### src/rtl/regfile_ctrl_pkg.sv
// Shared register-file control constants for the write-back path and scoreboard.
package regfile_ctrl_pkg;
  localparam int DATA_W   = 64;
  localparam int ADDR_W   = 5;
  localparam int ZERO_REG = 31;
  localparam int NUM_REGS = 32;
endpackage

### src/rtl/rr_arbiter2.sv
// Two-requester round-robin arbiter; grant is combinational from req and last_grant.
// Under contention the requester that did not win last time is granted.
module rr_arbiter2 (
  input  logic       clk,
  input  logic       reset,
  input  logic [1:0] req,
  output logic [1:0] grant
);
  // 0: requester 0 won last, 1: requester 1 won last
  logic last_grant;

  assign grant[0] = req[0] && (!req[1] || last_grant);
  assign grant[1] = req[1] && (!req[0] || !last_grant);

  always_ff @(posedge clk) begin
    if (reset) begin
      last_grant <= 1'b1;
    end else if (|grant) begin
      last_grant <= grant[1];
    end
  end
endmodule

### src/rtl/regfile_wb_scheduler.sv
// Write-back arbiter, registered register-file write port and RAW scoreboard.
// Accept-to-RegWr is 1 cycle; Busy drops on the edge that ends the RegWr cycle.
module regfile_wb_scheduler #(
  parameter int DATA_W   = regfile_ctrl_pkg::DATA_W,
  parameter int ADDR_W   = regfile_ctrl_pkg::ADDR_W,
  parameter int ZERO_REG = regfile_ctrl_pkg::ZERO_REG
) (
  input  logic              Clk,
  input  logic              Reset,
  input  logic              ResvValid,
  input  logic [ADDR_W-1:0] ResvReg,
  output logic              ResvReady,
  input  logic [ADDR_W-1:0] QueryA,
  input  logic [ADDR_W-1:0] QueryB,
  output logic              BusyA,
  output logic              BusyB,
  input  logic              Req0Valid,
  input  logic [ADDR_W-1:0] Req0Reg,
  input  logic [DATA_W-1:0] Req0Data,
  output logic              Req0Ready,
  input  logic              Req1Valid,
  input  logic [ADDR_W-1:0] Req1Reg,
  input  logic [DATA_W-1:0] Req1Data,
  output logic              Req1Ready,
  output logic [ADDR_W-1:0] RW,
  output logic [DATA_W-1:0] BusW,
  output logic              RegWr,
  output logic              WbError
);
  localparam int NUM_REGS = regfile_ctrl_pkg::NUM_REGS;
  localparam logic [ADDR_W-1:0] ZERO_IDX = ADDR_W'(ZERO_REG);

  logic [NUM_REGS-1:0] busy;
  logic [NUM_REGS-1:0] busy_nxt;
  logic [1:0]          req_vld;
  logic [1:0]          grant;
  logic                accept;
  logic [ADDR_W-1:0]   acc_reg;
  logic [DATA_W-1:0]   acc_data;
  logic                acc_real;

  assign req_vld = {Req1Valid, Req0Valid};

  rr_arbiter2 u_arb (
    .clk   (Clk),
    .reset (Reset),
    .req   (req_vld),
    .grant (grant)
  );

  assign Req0Ready = grant[0];
  assign Req1Ready = grant[1];
  assign accept    = |grant;
  assign acc_reg   = grant[1] ? Req1Reg  : Req0Reg;
  assign acc_data  = grant[1] ? Req1Data : Req0Data;
  assign acc_real  = accept && (acc_reg != ZERO_IDX);

  assign ResvReady = !busy[ResvReg] || (ResvReg == ZERO_IDX);
  assign BusyA     = (QueryA != ZERO_IDX) && busy[QueryA];
  assign BusyB     = (QueryB != ZERO_IDX) && busy[QueryB];

  // Clear is applied after set so a same-register collision resolves to clear;
  // in practice ResvReady already refused that reservation.
  always_comb begin
    busy_nxt = busy;
    if (ResvValid && ResvReady && (ResvReg != ZERO_IDX)) begin
      busy_nxt[ResvReg] = 1'b1;
    end
    if (RegWr) begin
      busy_nxt[RW] = 1'b0;
    end
  end

  always_ff @(posedge Clk) begin
    if (Reset) begin
      busy <= '0;
    end else begin
      busy <= busy_nxt;
    end
  end

  always_ff @(posedge Clk) begin
    if (Reset) begin
      RegWr   <= 1'b0;
      RW      <= '0;
      BusW    <= '0;
      WbError <= 1'b0;
    end else begin
      RegWr <= acc_real;
      if (accept) begin
        RW   <= acc_reg;
        BusW <= acc_data;
      end
      if (acc_real && !busy[acc_reg]) begin
        WbError <= 1'b1;
      end
    end
  end
endmodule

### config.mk
export PLATFORM = sky130hd
export DESIGN_NAME = regfile_wb_scheduler
export DESIGN_NICKNAME = d
export VERILOG_FILES = /design/src/rtl/regfile_ctrl_pkg.sv /design/src/rtl/rr_arbiter2.sv /design/src/rtl/regfile_wb_scheduler.sv
export SDC_FILE = /design/constraint.sdc
export NUM_CORES = 1
export LEC_CHECK = 0
export CAP_MARGIN = 20
export CORE_MARGIN = 3
export CORE_UTILIZATION = 44
export CTS_CLUSTER_DIAMETER = 100
export CTS_CLUSTER_SIZE = 40
export DETAILED_ROUTE_END_ITERATION = 7
export PLACE_DENSITY_LB_ADDON = 0.3
export SLEW_MARGIN = 10
export SYNTH_ARGS = -nofsm -noshare
export SYNTH_HDL_FRONTEND = slang
export SYNTH_SLANG_ARGS = --single-unit
### constraint.sdc
create_clock -name Clk -period 3.21 [get_ports Clk]
set_input_delay 0.642 -clock Clk [delete_from_list [all_inputs] [get_ports Clk]]
set_output_delay 0.642 -clock Clk [all_outputs]
set_load 0.1 [all_outputs]
==> reports/results.txt, run 1 <==
status -> complete, no violations
pin slew with the least headroom to its limit -> 0.945 ns
cell type with the largest total area after synthesis -> sky130_fd_sc_hd__dfxtp_1
RSZ-0062 raised after global routing -> false
clock transition time at the flip-flop clock pins of the worst setup and hold paths -> 0.07 ns
required time of the worst setup path -> 2.57 ns
ratio of cells with drive above 1 in the final layout -> 0.202
most frequent standard cell in the layout excluding fill and tap cells -> sky130_fd_sc_hd__clkdlybuf4s50_1
worst slew margin relative to its limit -> 0.370
antenna violations before repair -> 0
Die Y-Extent -> 122 µm
top achievable clock speed -> 315 MHz
arrival time of data at the critical path endpoint -> 2.53 ns
top_reg_cell synth -> sky130_fd_sc_hd__dfxtp_1
TritonCTS Buffers -> 9
CP Max Fanout -> 4
number of synthesized register bits -> 104
Synthesis Warnings -> 0
Layout Nets -> 1,051
number of placed I/O pins -> 234
power per cell area -> 453 nW/µm²
crit-path cells -> clkdlybuf4s15_2 -> bufbuf_16 -> mux4_2 -> mux4_2 -> mux2_2 -> buf_12
root buf cell -> sky130_fd_sc_hd__clkbuf_16
number of flops mapped to enable cells by yosys -> 0
global-route usage over all layers -> 0.281
number of buffers and inverters on the critical path -> 3
hold_buf cts -> 0
Port Buf Inserts -> 233
worst hold path class -> flop to flop
share of synthesized registers carrying an async set or reset -> 0
vias -> 6,375
Sinks on Clock Net -> 104
average cell area after synthesis -> 8.76 µm²
CTS tree -> built
final hold violations -> 0
Post-CTS Setup Inserts -> 0
core region area -> 12,900 µm²
number of placement rows -> 41
max incr delay on CP -> 0.47 ns
ant diodes -> 0
sequential area share after synthesis -> 0.351
GR Overflow Total -> 0
Layout fillers -> 1,037
effective utilization at floorplan -> 0.459
clock latency on the worst-skew pair -> 0.34 ns
total wire length after detailed routing -> 21,400 µm
Routed WL per cell -> 20.0 µm
number of H-tree branching levels -> 3
area share of the leading cell type in the synthesized netlist -> 0.351
Die Wd -> 122 µm
post-detailed-placement half-perimeter wirelength -> 16,000 µm
Setup-failing EPs final -> 0
Total Power -> 4.00 mW
largest net degree at the start of global routing -> 57
minimum hold slack -> 0.499 ns
Final min period -> 3.18 ns
M3 GR Usage -> 0.0734
Crit path max-delay family -> multiplexers
layer with the highest usage -> met2
worst supply voltage drop on vdd -> 0.265 mV
commonest non-fill, non-tap cells in the layout -> sky130_fd_sc_hd__clkdlybuf4s50_1 (150), sky130_fd_sc_hd__nand2_1 (132), sky130_fd_sc_hd__dfxtp_1 (104)
portion of the clock cycle consumed by the worst path in the final layout -> 0.990
Post-Syn Area -> 5940 µm²
Area contributors post-synth -> sky130_fd_sc_hd__dfxtp_1 (35%), sky130_fd_sc_hd__mux4_2 (11%), sky130_fd_sc_hd__a311oi_1 (8.6%)
clock skew after layout -> 0.00977 ns
ANT nets after route -> 0
first drt pass iteration count -> 5
relative area change from synthesis to final layout -> 48.6%
kind of critical path -> primary input to primary output
post-detailed-route via-to-cell ratio -> 5.96
synthesized netlist cell count -> 678
global-route track usage on met2 -> 0.471
critical path endpoint category -> primary output
DRC violation count after routing -> 0
number of nets produced by synthesis -> 836
crit path launch type -> primary input
leakage power -> 3.53 nW
final core utilization -> 0.683
DIE AREA -> 14,900 µm²
vias in the first global route -> 6,338
final weighted congestion in routability-driven placement -> 0.992
cell mode on critical path -> sky130_fd_sc_hd__mux4_2
Final Max Slew Viols -> 0
met1 capacity usage during global routing -> 0.333
clock buffer depth -> 2
number of library cell types mapped by synthesis -> 51
first-pass GRT wire length -> 33,000 µm
Iteration-0 DRC Markers -> 692
max-cap violations -> 0
slowest stage cell on the critical path -> sky130_fd_sc_hd__mux4_2
==> worst min-delay path: stages (launching register included) <==
cell                       delay (ns)
sky130_fd_sc_hd__dfxtp_1         0.31
sky130_fd_sc_hd__nor2_1          0.09
sky130_fd_sc_hd__a311oi_1        0.05
==> cells by family (layout without fill, tap and decap cells) <==
kind of cell	count (synthesis)	after routing	share of synthesized area
simple gates	312	312	0.250
flops	104	104	0.351
mux	55	55	0.171
compound gates	140	140	0.179
buf+inv	67	287	0.0489
==> stage by stage <==
stage	TNS (ns)	area (µm²)	std cells	worst slack (ns)
2_1_floorplan	0	5950	678	0.0241
3_3_place_gp	-4.10	8420	1052	-0.275
3_5_place_dp	-6.77	8420	1052	-0.291
4_1_cts	0	8810	1070	0.00480
5_1_grt	0	8820	1070	0.00487
6_report	0	8820	1070	0.0334
==> Yosys cell counts (4+ instances only) <==
cell                        instances
sky130_fd_sc_hd__mux4_2            29
sky130_fd_sc_hd__inv_1              4
sky130_fd_sc_hd__a2111oi_0          9
sky130_fd_sc_hd__clkbuf_1          47
sky130_fd_sc_hd__nand3_1            6
sky130_fd_sc_hd__mux2i_1           17
sky130_fd_sc_hd__dfxtp_1          104
sky130_fd_sc_hd__a21oi_1           33
sky130_fd_sc_hd__a211oi_1          22
sky130_fd_sc_hd__nor2b_1           10
sky130_fd_sc_hd__o21ai_0            4
sky130_fd_sc_hd__nor3_1            24
sky130_fd_sc_hd__nor2_1            92
sky130_fd_sc_hd__a22oi_1            4
sky130_fd_sc_hd__nand2_1          132
sky130_fd_sc_hd__mux4_1             6
sky130_fd_sc_hd__buf_1             11
sky130_fd_sc_hd__nor3b_1           16
sky130_fd_sc_hd__a311oi_1          58
==> state kept, by name, summed over array words and instances (netlist names) <==
register / cells
RegWr: 1
WbError: 1
RW: 5
BusW: 64
u_arb.last_grant: 1
busy: 32
==> what timing repair did <==
item / CTS / global route
setup endpoints to repair: 3 / 3
hold endpoints to repair: 0 / 0
gates resized for setup: 9 / 6
cloned: 2 / 0
==> report_power, final <==
part | internal (mW) | switching, mW
combinational | 0.451 | 0.894
clock | 0.694 | 0.516
sequential | 1.37 | 0.0723
total | 2.52 | 1.48
==> routing by layer <==
metal  vias to the layer above  wire length [µm]
met5                         -                 0
met4                         0               921
met3                        80              2080
met2                       381             10700
met1                      2972              7700
li1                       2942                 -
==> layout make-up <==
class,count,area [µm²],share of cell area
repair buffers,266,2590,0.293
inverters,5,18.8,0.00213
clock inverters,7,104,0.0118
flip-flops and latches,104,2080,0.236
well taps,172,215,0.0244
multi-input cells,507,3590,0.407
clock buffers,9,225,0.0255
==> final timing paths <==
path,startpoint,endpoint,slack (ns),depth (start not counted)
hold reg to reg,BusW[63],BusW[63],0.50,2
setup reg to reg,busy[30],busy[2],0.70,8
setup / recovery,QueryA[0],BusyA,0.03,6
hold / removal,BusW[63],BusW[63],0.50,2
Note: power is estimated with default switching activity, not from simulation.
==> inputs of run 2 (changes only) <==
Settings changed: CAP_MARGIN 20 to unset, SLEW_MARGIN 10 to unset, SYNTH_HIERARCHICAL set to 1.
==> run 2 against run 1 <==
  * Setup slack improved by 0.011 ns
  * Maximum frequency rose by 0.36%
  * Combinational power barely moved
  * Critical endpoint unchanged
  * Clock power barely moved
  * Global-route usage barely moved
  * Core utilization fell by 0.59 points
  * Critical path depth did not move
  * Clock-buffer cell count did not move
  * First-iteration DRC count fell by 35%
==> reports/results.txt, run 2 <==
combinational share of power -> 0.341 (was 0.336)
Layout fillers -> 990 (was 1,037)
share of synthesized registers carrying an async set or reset -> 0 (unchanged)
area share of the leading cell type in the synthesized netlist -> 0.364 (was 0.351)
launch point of the worst path -> QueryA[0] (unchanged)
TritonCTS Buffers -> 9 (unchanged)
ratio of cells with drive above 1 in the final layout -> 0.188 (was 0.202)
RSZ-0062 raised after global routing -> false (unchanged)
leading cell type by number of instances after synthesis -> sky130_fd_sc_hd__nor2_1 (was sky130_fd_sc_hd__nand2_1)
antenna violations before repair -> 0 (unchanged)
commonest non-fill, non-tap cells in the layout -> sky130_fd_sc_hd__clkdlybuf4s50_1 (150), sky130_fd_sc_hd__nor2_1 (141), sky130_fd_sc_hd__dfxtp_1 (104) (was sky130_fd_sc_hd__clkdlybuf4s50_1 (150), sky130_fd_sc_hd__nand2_1 (132), sky130_fd_sc_hd__dfxtp_1 (104))
number of placed instances with taps included -> 1,020 (was 1,052)
Final Max Slew Viols -> 0 (unchanged)
dominant combinational cell family by area after synthesis -> multiplexers (was simple AND/OR/NAND/NOR gates)
minimum hold slack -> 0.461 ns (was 0.499 ns)
first drt pass iteration count -> 5 (unchanged)
Post-Layout Cell Count -> 1,037 (was 1,070)
ant diodes -> 0 (unchanged)
average cell area after synthesis -> 8.87 µm² (was 8.76 µm²)
adder and majority cell fraction of the synthesized area -> 0 (unchanged)
required time of the worst setup path -> 2.57 ns (about the same)
power per cell area -> 464 nW/µm² (was 453 nW/µm²)
Die Wd -> 120 µm (was 122 µm)
vias -> 5,929 (was 6,375)
startpoint of the tightest hold check path -> busy[31] (was BusW[63])
post-synthesis share of cell area spent on xor and xnor gates -> 0 (unchanged)
Layout Nets -> 1,018 (was 1,051)
arrival time of data at the critical path endpoint -> 2.52 ns (was 2.53 ns)
number of H-tree branching levels -> 3 (unchanged)
Final min period -> 3.17 ns (was 3.18 ns)
final core utilization -> 0.677 (was 0.683)
Port Buf Inserts -> 233 (unchanged)
Biggest register -> BusW (unchanged)
GR Overflow Total -> 0 (unchanged)
largest net degree at the start of global routing -> 84 (was 57)
relative area change from synthesis to final layout -> 49.9% (was 48.6%)
ANT nets after route -> 0 (unchanged)
kind of critical path -> primary input to primary output (unchanged)
clock latency on the worst-skew pair -> 0.35 ns (was 0.34 ns)
post-detailed-placement half-perimeter wirelength -> 15,500 µm (was 16,000 µm)
post-detailed-route via-to-cell ratio -> 5.72 (was 5.96)
vias in the first global route -> 5,975 (was 6,338)
area of all placed cells without fillers -> 8570 µm² (was 8820 µm²)
commonest cells in the netlist -> sky130_fd_sc_hd__nor2_1 (141), sky130_fd_sc_hd__dfxtp_1 (104), sky130_fd_sc_hd__a21oi_1 (101) (was sky130_fd_sc_hd__nand2_1 (132), sky130_fd_sc_hd__dfxtp_1 (104), sky130_fd_sc_hd__nor2_1 (92))
Synthesis Warnings -> 6 (was 0)
placed inst area -> 8210 µm² (was 8420 µm²)
worst supply voltage drop on vdd -> 0.291 mV (was 0.265 mV)
Post-CTS Setup Inserts -> 0 (unchanged)
mux contribution to synthesized area -> 0.247 (was 0.171)
CP Max Fanout -> 4 (unchanged)
final hold violations -> 0 (unchanged)
DRC violation count after routing -> 0 (unchanged)
Iteration-0 DRC Markers -> 452 (was 692)
total wire length after detailed routing -> 20,700 µm (was 21,400 µm)
Sinks on Clock Net -> 104 (unchanged)
Hold Crit Depth -> 2 (unchanged)
number of synthesized register bits -> 104 (unchanged)
Seq pwr share -> 0.361 (about the same)
net switching power figure -> 1.46 mW (was 1.48 mW)
clock buffer depth -> 2 (unchanged)
effective utilization at floorplan -> 0.451 (was 0.459)
number of placement rows -> 41 (unchanged)
critical path endpoint category -> primary output (unchanged)
root buf cell -> sky130_fd_sc_hd__clkbuf_16 (unchanged)
Area contributors post-synth -> sky130_fd_sc_hd__dfxtp_1 (36%), sky130_fd_sc_hd__mux2i_1 (13%), sky130_fd_sc_hd__mux4_2 (10%) (was sky130_fd_sc_hd__dfxtp_1 (35%), sky130_fd_sc_hd__mux4_2 (11%), sky130_fd_sc_hd__a311oi_1 (8.6%))
DIE AREA -> 14,400 µm² (was 14,900 µm²)
number of cells on the worst reg-to-reg path -> 9 (was 8)
global-route usage over all layers -> 0.281 (about the same)
pin slew with the least headroom to its limit -> 1.19 ns (was 0.945 ns)
most frequent standard cell in the layout excluding fill and tap cells -> sky130_fd_sc_hd__clkdlybuf4s50_1 (unchanged)
setup slack of the worst register-to-register path -> 1.06 ns (was 0.70 ns)
largest registers ranked by flip-flop count -> BusW: 64 flops, busy: 32 flops, RW: 5 flops (unchanged)
clock transition time at the flip-flop clock pins of the worst setup and hold paths -> 0.07 ns (about the same)
crit path launch type -> primary input (unchanged)
status -> complete, no violations (unchanged)
final weighted congestion in routability-driven placement -> 0.927 (was 0.992)
worst hold path class -> flop to flop (unchanged)
number of nets produced by synthesis -> 803 (was 836)
clock skew after layout -> 0.00629 ns (was 0.00977 ns)
simple-gate portion of the synthesized area -> 0.161 (was 0.250)
portion of the clock cycle consumed by the worst path in the final layout -> 0.986 (was 0.990)
core region area -> 12,700 µm² (was 12,900 µm²)
flip-flop count of the largest register, all copies and words added -> 64 (unchanged)
Setup-failing EPs final -> 0 (unchanged)
number of library cell types mapped by synthesis -> 45 (was 51)
Die Y-Extent -> 120 µm (was 122 µm)
post-synthesis compound-gate area fraction -> 0.184 (was 0.179)
max-cap violations -> 0 (unchanged)
top achievable clock speed -> 316 MHz (was 315 MHz)
synthesized netlist cell count -> 645 (was 678)
number of placed I/O pins -> 234 (unchanged)
capture instance of the worst register-to-register path -> WbError (was busy[2])
cell type with the largest total area after synthesis -> sky130_fd_sc_hd__dfxtp_1 (unchanged)
internal power contribution -> 2.52 mW (about the same)
sequential area share after synthesis -> 0.364 (was 0.351)
origin of the critical flop-to-flop path -> u_arb/last_grant (was busy[30])
top_reg_cell synth -> sky130_fd_sc_hd__dfxtp_1 (unchanged)
first-pass GRT wire length -> 31,700 µm (was 33,000 µm)
Post-Syn Area -> 5720 µm² (was 5940 µm²)
fraction of power spent switching nets -> 0.367 (was 0.371)
worst hold endpoint -> busy[31] (was BusW[63])
Total Power -> 3.98 mW (was 4.00 mW)
worst slew margin relative to its limit -> 0.206 (was 0.370)
part of the total power dissipated in the clock network -> 0.298 (was 0.302)
number of flops mapped to enable cells by yosys -> 0 (unchanged)
Routed WL per cell -> 20.0 µm (about the same)
leakage power -> 3.49 nW (was 3.53 nW)
CTS tree -> built (unchanged)
==> run 2: cell type report <==
type | instances | area (µm²) | share of cell area
inverter | 6 | 22.5 | 0.00263
sequential | 104 | 2080 | 0.243
clock buffer | 9 | 225 | 0.0263
tap | 172 | 215 | 0.0251
clock inverter | 7 | 93.8 | 0.0109
timing repair buffer | 257 | 2510 | 0.293
multi-input combinational | 482 | 3420 | 0.399
==> run 2: layer usage <==
| metal | vias up | global-route usage | routed length, µm |
|---|---|---|---|
| met5 | - | 0 | 0 |
| met4 | 0 | 0.123 | 780 |
| met3 | 56 | 0.0707 | 2140 |
| met2 | 324 | 0.478 | 10200 |
| met1 | 2774 | 0.336 | 7630 |
| li1 | 2775 | - | - |
==> run 2: worst max path at each step <==
stage	to	slack, ns	cells after the start
3_5_place_dp	ResvReady	-0.30	9
6_report	BusyA	0.04	6
3_3_place_gp	ResvReady	-0.24	9
2_1_floorplan	ResvReady	0.1	7
5_1_grt	BusyA	0.007	6
4_1_cts	BusyB	0.004	6
==> run 2: repair_timing <==
| item | CTS | global route |
|---|---|---|
| hold buffers | 0 | 0 |
| gates cloned | 1 | 0 |
| resized for setup | 8 | 4 |
| endpoints found under the setup margin | 3 | 3 |
| pin swaps | 0 | 0 |
==> run 2: worst max-delay path, cell delays in order <==
cell	delay (ns)
sky130_fd_sc_hd__clkdlybuf4s15_2	0.21
sky130_fd_sc_hd__bufbuf_16	0.26
sky130_fd_sc_hd__mux4_2	0.48
sky130_fd_sc_hd__mux4_2	0.46
sky130_fd_sc_hd__mux2_2	0.30
sky130_fd_sc_hd__buf_12	0.17
==> run 2: logic make-up (layout without fill, tap and decap cells) <==
group                  Yosys count  after routing
buffers and inverters           59            279
AO/OA/AOI/OAI                  174            174
AND/OR/NAND/NOR                203            203
flip-flops                     104            104
multiplexers                   105            105
==> run 2: power groups by stage <==
stage / Clock, mW / Sequential (mW) / Combinational (mW)
2_1_floorplan: 0 / 1.96 / 0.401
3_3_place_gp: 0 / 1.46 / 1.32
3_5_place_dp: 0 / 1.46 / 1.35
4_1_cts: 1.21 / 1.43 / 1.36
5_1_grt: 1.25 / 1.45 / 1.43
6_report: 1.19 / 1.44 / 1.36
==> run 2: metrics by stage <==
stage | setup TNS (ns) | setup WS [ns]
after global routing | 0 | 0.00718
after CTS | 0 | 0.00400
after detailed placement | -0.692 | -0.302
after global placement | -0.596 | -0.245
final | 0 | 0.0449
after floorplan | 0 | 0.0980
==> inputs of run 3 (changes only) <==
Settings changed: PLACE_DENSITY set to 0.81, PLACE_DENSITY_LB_ADDON 0.3 to unset.
==> run 3 against run 2 <==
  * Wire length up 2.5%
  * Maximum frequency is 0.47% lower
  * Non-clock buffer count grew 6
  * Final cell count up 0.77%
  * Sequential power barely moved
  * Final area is 0.58% higher
  * Power up 0.78%
  * Clock power about the same
  * Critical path depth up 2
  * Via count is 0.57% higher
  * Worst hold slack got worse by 0.0076 ns
  * Clock skew rose by 0.00058 ns
==> reports/results.txt, run 3 (synthesis gave the netlist of run 2 again) <==
status -> complete, no violations (unchanged)
final weighted congestion in routability-driven placement -> 0.915 (was 0.927)
minimum hold slack -> 0.453 ns (was 0.461 ns)
ANT nets after route -> 0 (unchanged)
number of placement rows -> 41 (unchanged)
Final min period -> 3.18 ns (was 3.17 ns)
root buf cell -> sky130_fd_sc_hd__clkbuf_16 (unchanged)
critical path endpoint category -> primary output (unchanged)
largest registers ranked by flip-flop count -> BusW: 64 flops, busy: 32 flops, RW: 5 flops (unchanged)
vias -> 5,963 (was 5,929)
global-route usage over all layers -> 0.287 (was 0.281)
CP Max Fanout -> 7 (was 4)
Total Power -> 4.01 mW (was 3.98 mW)
CTS tree -> built (unchanged)
final hold violations -> 0 (unchanged)
post-detailed-placement half-perimeter wirelength -> 16,000 µm (was 15,500 µm)
required time of the worst setup path -> 2.57 ns (about the same)
number of placed I/O pins -> 234 (unchanged)
DIE AREA -> 14,400 µm² (unchanged)
number of buffers and inverters on the critical path -> 4 (was 3)
most frequent standard cell in the layout excluding fill and tap cells -> sky130_fd_sc_hd__clkdlybuf4s50_1 (unchanged)
leakage power -> 3.51 nW (was 3.49 nW)
kind of critical path -> primary input to primary output (unchanged)
Sinks on Clock Net -> 104 (unchanged)
worst supply voltage drop on vdd -> 0.289 mV (was 0.291 mV)
power per cell area -> 465 nW/µm² (was 464 nW/µm²)
effective utilization at floorplan -> 0.451 (unchanged)
GR Overflow Total -> 0 (unchanged)
flip-flop count of the largest register, all copies and words added -> 64 (unchanged)
Layout fillers -> 1,010 (was 990)
Final Max Slew Viols -> 0 (unchanged)
slowest stage cell on the critical path -> sky130_fd_sc_hd__mux4_1 (was sky130_fd_sc_hd__mux4_2)
ratio of cells with drive above 1 in the final layout -> 0.192 (was 0.188)
DRC violation count after routing -> 0 (unchanged)
RSZ-0062 raised after global routing -> false (unchanged)
Crit path max-delay family -> buffers and inverters (was multiplexers)
clock latency on the worst-skew pair -> 0.35 ns (about the same)
worst slew margin relative to its limit -> 0.233 (was 0.206)
top achievable clock speed -> 314 MHz (was 316 MHz)
clock transition time at the flip-flop clock pins of the worst setup and hold paths -> 0.07 ns (about the same)
clock buffer depth -> 2 (unchanged)
clock skew after layout -> 0.00688 ns (was 0.00629 ns)
Post-CTS Setup Inserts -> 0 (unchanged)
number of H-tree branching levels -> 3 (unchanged)
max-cap violations -> 0 (unchanged)
Die Wd -> 120 µm (unchanged)
number of placed instances with taps included -> 1,026 (was 1,020)
Post-Layout Cell Count -> 1,045 (was 1,037)
antenna violations before repair -> 2 (was 0)
worst hold path class -> flop to flop (unchanged)
core region area -> 12,700 µm² (unchanged)
max incr delay on CP -> 0.58 ns (was 0.48 ns)
relative area change from synthesis to final layout -> 50.8% (was 49.9%)
commonest non-fill, non-tap cells in the layout -> sky130_fd_sc_hd__clkdlybuf4s50_1 (152), sky130_fd_sc_hd__nor2_1 (141), sky130_fd_sc_hd__dfxtp_1 (104) (was sky130_fd_sc_hd__clkdlybuf4s50_1 (150), sky130_fd_sc_hd__nor2_1 (141), sky130_fd_sc_hd__dfxtp_1 (104))
Setup-failing EPs final -> 0 (unchanged)
first drt pass iteration count -> 5 (unchanged)
portion of the clock cycle consumed by the worst path in the final layout -> 0.991 (was 0.986)
vias in the first global route -> 6,093 (was 5,975)
Iteration-0 DRC Markers -> 415 (was 452)
post-detailed-route via-to-cell ratio -> 5.71 (was 5.72)
Routed WL per cell -> 20.3 µm (was 20.0 µm)
TritonCTS Buffers -> 9 (unchanged)
largest net degree at the start of global routing -> 71 (was 84)
crit-path cells -> dlygate4sd2_1 -> buf_6 -> buf_4 -> mux4_1 -> a31oi_1 -> a32oi_1 -> mux2i_4 -> buf_12 (was clkdlybuf4s15_2 -> bufbuf_16 -> mux4_2 -> mux4_2 -> mux2_2 -> buf_12)
crit path launch type -> primary input (unchanged)
Port Buf Inserts -> 233 (unchanged)
total wire length after detailed routing -> 21,200 µm (was 20,700 µm)
first-pass GRT wire length -> 32,400 µm (was 31,700 µm)
arrival time of data at the critical path endpoint -> 2.54 ns (was 2.52 ns)
Layout Nets -> 1,024 (was 1,018)
Die Y-Extent -> 120 µm (unchanged)
pin slew with the least headroom to its limit -> 1.15 ns (was 1.19 ns)
Biggest register -> BusW (unchanged)
[run 3: repair_timing]
| action | in CTS | in global routing |
|---|---|---|
| hold buffers | 0 | 0 |
| cloned | 1 | 0 |
| resized for setup | 7 | 1 |
| pin swaps | 0 | 1 |
| endpoints found under the setup margin | 3 | 1 |
[run 3: cell type report]
type | instances | area (µm²) | area share
Clock inverter | 6 | 90.1 | 0.0104
Inverter | 6 | 22.5 | 0.00261
Timing Repair Buffer | 263 | 2550 | 0.296
Sequential cell | 104 | 2080 | 0.241
Clock buffer | 10 | 239 | 0.0277
Tap cell | 172 | 215 | 0.0250
Multi-Input combinational cell | 482 | 3420 | 0.396
Antenna cell | 2 | 5.00 | 0.000580
[run 3: metrics by stage]
stage | TNS (ns) | utilization | worst slack (ns) | instance area, µm²
2_1_floorplan | 0 | - | 0.0980 | 5740
3_3_place_gp | -0.492 | 0.652 | -0.194 | 8260
3_5_place_dp | -0.584 | 0.652 | -0.240 | 8260
4_1_cts | 0 | 0.680 | 0.0420 | 8620
5_1_grt | 0 | 0.681 | 0.00342 | 8620
6_report | 0 | 0.681 | 0.0299 | 8620
[run 3: where the power goes]
group / internal (mW) / leakage [nW] / switching, mW / total [mW]
clock network: 0.709 / 0.159 / 0.502 / 1.21
registers: 1.37 / 0.854 / 0.0685 / 1.44
logic: 0.474 / 2.50 / 0.892 / 1.37
total: 2.55 / 3.51 / 1.46 / 4.01
[run 3: final timing paths]
kind | slack, ns | endpoint | depth (start not counted) | start
worst max-delay path | 0.03 | ResvReady | 8 | ResvReg[0]
worst min register to register | 0.45 | busy[31] | 2 | busy[31]
worst min-delay path | 0.45 | busy[31] | 2 | busy[31]
worst max register to register | 0.98 | WbError | 8 | u_arb/last_grant
[run 3: layer usage]
| metal | wire (µm) | GRT usage | vias to the layer above |
|---|---|---|---|
| li1 | - | - | 2809 |
| met1 | 7970 | 0.332 | 2788 |
| met2 | 10300 | 0.485 | 295 |
| met3 | 1950 | 0.0853 | 71 |
| met4 | 945 | 0.140 | 0 |
| met5 | 0 | 0 | - |
[run 3: worst register-to-register path: cells and delay by family (launching register included)]
kind                   cells  cell delay [ns]
AOI/OAI and AO/OA          4             0.64
buffers and inverters      1             0.56
DFF                        1             0.32
and+or+nand+nor            3             0.63
